<file path="src/rtl/kpyd_scan_ctrl.sv">
`default_nettype none
// ============================================================================
// Module      : kpyd_scan_ctrl
// Description : 4x4 keypad column scanner with press/release debounce and a
//               one-entry ready/valid key-code output with sticky overrun.
// Revision    : 1.0 - initial release
// ============================================================================
module kpyd_scan_ctrl #(
   parameter int DWELL_CYCLES   = 1200,
   parameter int DEBOUNCE_SCANS = 4
) (
   input  logic       clk_i,
   input  logic       reset_i,
   input  logic [3:0] kpyd_row_i,
   output logic [3:0] kpyd_col_o,
   output logic       key_valid_o,
   output logic [3:0] key_code_o,
   input  logic       key_ready_i,
   output logic       key_held_o,
   output logic       overrun_o
);

   localparam int                 c_DW_W    = $clog2(DWELL_CYCLES);
   localparam logic [c_DW_W-1:0]  c_DW_LAST = c_DW_W'(DWELL_CYCLES - 1);
   localparam logic [3:0]         c_DB      = 4'(DEBOUNCE_SCANS);

   typedef enum logic [1:0] {
      ST_SCAN       = 2'd0,
      ST_PRESS_DB   = 2'd1,
      ST_HELD       = 2'd2,
      ST_RELEASE_DB = 2'd3
   } state_t;

   state_t              r_state, w_state_nxt;
   logic [c_DW_W-1:0]   r_dwell;
   logic [1:0]          r_col_idx, w_col_nxt;
   logic [1:0]          r_cand_row, w_cand_nxt;
   logic [3:0]          r_match, w_match_nxt;
   logic [3:0]          r_release, w_release_nxt;
   logic                r_push, w_push;
   logic [3:0]          r_push_code, w_push_code;
   logic                r_valid;
   logic [3:0]          r_code;
   logic                r_overrun;

   logic                w_sample;
   logic [1:0]          w_low_idx;
   logic                w_cand_low;
   logic [3:0]          w_match_inc;
   logic [3:0]          w_release_inc;

   assign w_sample      = (r_dwell == c_DW_LAST);
   assign w_cand_low    = ~kpyd_row_i[r_cand_row];
   assign w_match_inc   = r_match + 4'd1;
   assign w_release_inc = r_release + 4'd1;

   // Lowest-numbered low row wins when several are pressed together
   always_comb begin
      w_low_idx = 2'd3;
      if (!kpyd_row_i[0])      w_low_idx = 2'd0;
      else if (!kpyd_row_i[1]) w_low_idx = 2'd1;
      else if (!kpyd_row_i[2]) w_low_idx = 2'd2;
   end

   always_comb begin
      w_state_nxt   = r_state;
      w_col_nxt     = r_col_idx;
      w_cand_nxt    = r_cand_row;
      w_match_nxt   = r_match;
      w_release_nxt = r_release;
      w_push        = 1'b0;
      w_push_code   = {r_cand_row, r_col_idx};
      if (w_sample) begin
         case (r_state)
            ST_SCAN: begin
               if (kpyd_row_i == 4'b1111) begin
                  w_col_nxt = r_col_idx + 2'd1;
               end else begin
                  w_cand_nxt  = w_low_idx;
                  w_match_nxt = 4'd1;
                  w_push_code = {w_low_idx, r_col_idx};
                  if (c_DB == 4'd1) begin
                     w_push      = 1'b1;
                     w_state_nxt = ST_HELD;
                  end else begin
                     w_state_nxt = ST_PRESS_DB;
                  end
               end
            end
            ST_PRESS_DB: begin
               if (w_cand_low) begin
                  w_match_nxt = w_match_inc;
                  if (w_match_inc == c_DB) begin
                     w_push      = 1'b1;
                     w_state_nxt = ST_HELD;
                  end
               end else begin
                  w_state_nxt = ST_SCAN;
                  w_col_nxt   = r_col_idx + 2'd1;
               end
            end
            ST_HELD: begin
               if (!w_cand_low) begin
                  w_release_nxt = 4'd1;
                  if (c_DB == 4'd1) begin
                     w_state_nxt = ST_SCAN;
                     w_col_nxt   = r_col_idx + 2'd1;
                  end else begin
                     w_state_nxt = ST_RELEASE_DB;
                  end
               end
            end
            ST_RELEASE_DB: begin
               if (!w_cand_low) begin
                  w_release_nxt = w_release_inc;
                  if (w_release_inc == c_DB) begin
                     w_state_nxt = ST_SCAN;
                     w_col_nxt   = r_col_idx + 2'd1;
                  end
               end else begin
                  w_state_nxt = ST_HELD;
               end
            end
            default: w_state_nxt = ST_SCAN;
         endcase
      end
   end

   // A push is registered first, then offered to the output stage one edge later
   always_ff @(posedge clk_i or posedge reset_i) begin
      if (reset_i) begin
         r_state     <= ST_SCAN;
         r_dwell     <= '0;
         r_col_idx   <= 2'd0;
         r_cand_row  <= 2'd0;
         r_match     <= 4'd0;
         r_release   <= 4'd0;
         r_push      <= 1'b0;
         r_push_code <= 4'd0;
         r_valid     <= 1'b0;
         r_code      <= 4'd0;
         r_overrun   <= 1'b0;
      end else begin
         r_state     <= w_state_nxt;
         r_dwell     <= w_sample ? '0 : r_dwell + 1'b1;
         r_col_idx   <= w_col_nxt;
         r_cand_row  <= w_cand_nxt;
         r_match     <= w_match_nxt;
         r_release   <= w_release_nxt;
         r_push      <= w_push;
         r_push_code <= w_push_code;
         if (r_push) begin
            if (!r_valid || key_ready_i) begin
               r_code  <= r_push_code;
               r_valid <= 1'b1;
            end else begin
               r_overrun <= 1'b1;
            end
         end else if (r_valid && key_ready_i) begin
            r_valid <= 1'b0;
         end
      end
   end

   assign kpyd_col_o  = ~(4'b0001 << r_col_idx);
   assign key_valid_o = r_valid;
   assign key_code_o  = r_code;
   assign key_held_o  = (r_state == ST_HELD) || (r_state == ST_RELEASE_DB);
   assign overrun_o   = r_overrun;

endmodule
`default_nettype wire

</file>
<file path="config.mk">
export PLATFORM = sky130hd
export DESIGN_NAME = kpyd_scan_ctrl
export DESIGN_NICKNAME = d
export VERILOG_FILES = /design/src/rtl/kpyd_scan_ctrl.sv
export SDC_FILE = /design/constraint.sdc
export NUM_CORES = 1
export LEC_CHECK = 0
export CORE_AREA = 10 10 76 78
export CTS_CLUSTER_SIZE = 25
export DETAILED_ROUTE_END_ITERATION = 8
export DIE_AREA = 0 0 86 88
export SLEW_MARGIN = 30
export SYNTH_ARGS = -nofsm -noshare
export SYNTH_HDL_FRONTEND = slang
export SYNTH_SLANG_ARGS = --single-unit
</file>
<file path="constraint.sdc">
create_clock -name clk_i -period 2.6 [get_ports clk_i]
set_input_delay 0.52 -clock clk_i [delete_from_list [all_inputs] [get_ports clk_i]]
set_output_delay 0.52 -clock clk_i [all_outputs]
set_load 0.02 [all_outputs]
</file>
==> run summary <==
status - finished clean
Final Setup Violations - 0
Max Slew Vio Count - 0
HP Class - flip-flop to flip-flop
flop-to-flop setup slack - 0.53 ns
via count - 1333
routed vias/inst - 5.35
vias in the first global route - 1383
drt wl/cell - 13.9 µm
CTS root buf - clkbuf_8
Net Sw Frac - 20.6%
DRT iter0 DRCs - 30
Area after DPL - 2080 µm²
number of cells on the critical path - 6
synthesized flop and latch total - 36
Post-Route WL - 3470 µm
register area - 901 µm²
Die ar. - 7570 µm²
share of post-route cells with drive strength above 1 - 14.2%
hold_sp - r_dwell[0]$_DFF_PP0_
NetSw - 223 µW
synth warn - 0
Clock power frac - 44.3%
H-tree Lvls - 2
GRT Total Usage - 9.92%
CP bufs+invs - 1
crit end category - flip-flop
worst hold-check slack - 0.458 ns
Synth Cell Area - 1820 µm²
CP Cell Sequence - clkdlybuf4s50_1 > nand2_1 > nor4_1 > a21oi_1 > a311oi_1 > mux2_2
setup_tns - 0 ns
Final HPWL DP - 2690 µm
cts bufs inserted - 5
Die Y - 88 µm
Max Fclk - 441 MHz
drt pass-1 iters - 4
Worst R2R Start - r_release[0]$_DFFE_PP0P_
fin crit share - 87.2%
CTS Sinks - 36
Final #Nets - 212
Setup Skew - 0.00986 ns
CTS Hold Bufs - 0
minimum clock period - 2.27 ns
largest net degree at the start of global routing - 19
initial antenna violation count - 0
setup bufs post-CTS - 0
Seq pwr share - 51.9%
Comb pwr share - 3.8%
commonest cells after routing, fill and taps aside - 36 x dfrtp_1, 17 x clkdlybuf4s50_1, 14 x inv_1
setup repair after global routing missed its margin - no
syn_area_per_cell - 10.6 µm²
area of the multi-input gates - 845 µm²
Worst Tran Pin Value - 0.600 ns
drc violations - 0
GP Congestion - 0.751
chip width - 86 µm
Hold Fails Final Rpt - 0
grt total ovfl - 0
post-cts sizing count - 0
internal power - 862 µW
Crit Path Class - primary input to flip-flop
IO Port Bufs - 17
Slowest cell on crit path - nor4_1
CP max stage delay - 0.52 ns
Clock Pin Slew Worst Setup and Hold Paths - 0.08 ns
io pins - 18
R2R depth - 6
design area - 2190 µm²
slew margin rel. - 59.7%
initial core utilization - 42.3%
fin util - 51.0%
area grow syn2layout - 20.5%
CP endpoint - r_col_idx[1]$_DFFE_PP0P_
delay-heaviest family, CP - simple AND/OR/NAND/NOR gates
Syn Inst Count - 171
CTS tree - yes
critical path required time - 2.77 ns
Power Dens Cells - 496 nW/µm²
leak pwr - 1.01 nW
number of routed nets with antenna violations - 0
commonest non-fill, non-tap cell in the layout - dfrtp_1
Max VDD drop - 0.000205 V
sequential element share of the synthesized area - 49.6%
critical path launch point type - primary input
fill count - 396
post-synth net total - 187
ant diodes - 0
Netlist cell types - 40
number of max-cap violations - 0
clock buffer depth - 2
num rows - 24
worst-path maximum fanout - 4
Crit Reg-Reg Endpoint - r_col_idx[1]$_DFFE_PP0P_
first-pass GRT wire length - 6170 µm
Critical Path AT - 2.44 ns
CP Launch Point - kpyd_row_i[3]
Clk Latency, worst-skew pair - 0.29 ns
core region area - 4290 µm²
## flip-flops by register name (all words and copies together) (netlist names), named ones only
| name | cells |
|---|---|
| r_cand_row | 2 |
| r_state | 1 |
| r_col_idx | 2 |
| key_valid_o | 1 |
| r_push | 1 |
| r_match | 4 |
| overrun_o | 1 |
| r_release | 4 |
| r_dwell | 11 |
| r_push_code | 4 |
| key_code_o | 4 |
## per-stage QoR
stage	setup WS (ns)	power [mW]	cells
6_report	0.332	1.09	249
3_5_place_dp	0.0232	0.617	241
4_1_cts	0.334	1.10	249
3_3_place_gp	0.108	0.615	241
2_1_floorplan	0.683	0.595	171
5_1_grt	0.200	1.13	249
## area by class of cell
cell class | count | area share (%)
Clock buffer | 5 | 3.14
Tap cell | 52 | 2.97
Multi-Input combinational cell | 116 | 38.6
Timing Repair Buffer | 23 | 9.83
Sequential cell | 36 | 41.1
Inverter | 14 | 2.40
Clock inverter | 3 | 1.94
## Yosys cell counts
master | instances | area (µm²)
or3_1 | 2 | 12.5
a22o_1 | 1 | 8.76
nor2_1 | 10 | 37.5
a21oi_1 | 8 | 40.0
a22oi_1 | 1 | 7.51
inv_1 | 14 | 52.6
nand2_1 | 11 | 41.3
o21ai_0 | 7 | 35.0
xnor2_1 | 8 | 70.1
and2_1 | 2 | 12.5
nand3b_1 | 1 | 7.51
nor4b_1 | 1 | 8.76
nand2b_1 | 4 | 25.0
nor3_1 | 2 | 10.0
nor2b_1 | 2 | 12.5
nand3b_4 | 1 | 20.0
and3b_2 | 1 | 10.0
a21boi_0 | 1 | 7.51
nand3_1 | 8 | 40.0
a31oi_1 | 4 | 25.0
mux2i_1 | 2 | 20.0
or4_1 | 2 | 15.0
and3_1 | 5 | 31.3
clkbuf_1 | 5 | 18.8
nor4_1 | 2 | 12.5
or3_4 | 1 | 11.3
o31ai_1 | 2 | 15.0
and4bb_2 | 1 | 12.5
o21bai_1 | 1 | 7.51
nand4_1 | 1 | 6.26
and3_2 | 1 | 7.51
mux2_2 | 7 | 78.8
o22ai_1 | 1 | 6.26
o32ai_1 | 1 | 8.76
dfrtp_1 | 36 | 901
nor3b_4 | 1 | 18.8
xor2_1 | 2 | 17.5
a311oi_1 | 1 | 8.76
mux4_2 | 1 | 22.5
ha_1 | 9 | 113
## kinds of logic after synthesis
family / share of synthesized area [%]
adders and majority gates: 6.20
xor gates and xnor gates: 4.82
muxes: 6.68
buffers and inverters: 3.93
and+or+nand+nor: 19.4
AOI/OAI and AO/OA: 9.37
DFF: 49.6
## how the worst min path moves through the flow
stage | to | slack, ns | depth (start not counted)
3_3_place_gp | r_dwell[0]$_DFF_PP0_ | 0.44 | 1
4_1_cts | r_dwell[0]$_DFF_PP0_ | 0.46 | 1
6_report | r_dwell[0]$_DFF_PP0_ | 0.46 | 1
3_5_place_dp | r_dwell[0]$_DFF_PP0_ | 0.45 | 1
5_1_grt | r_dwell[0]$_DFF_PP0_ | 0.49 | 1
2_1_floorplan | r_push_code[0]$_DFF_PP0_ | 0.41 | 0
## power groups by stage
stage	Combinational (mW)	Sequential, mW	Clock [mW]
after floorplan	0.0211	0.574	0
after global placement	0.0409	0.574	0
after detailed placement	0.0422	0.574	0
after CTS	0.0423	0.563	0.492
after global routing	0.0470	0.564	0.522
final	0.0409	0.564	0.481
## routing by layer
| layer | share of wire (%) | track usage, % | vias up |
|---|---|---|---|
| met5 | 0 | 0 | - |
| met4 | 1.6 | 3.74 | 0 |
| met3 | 2.7 | 2.41 | 7 |
| met2 | 51 | 18.0 | 16 |
| met1 | 45 | 10.9 | 665 |
| li1 | - | - | 645 |
Power figures use the tool's default switching activity.
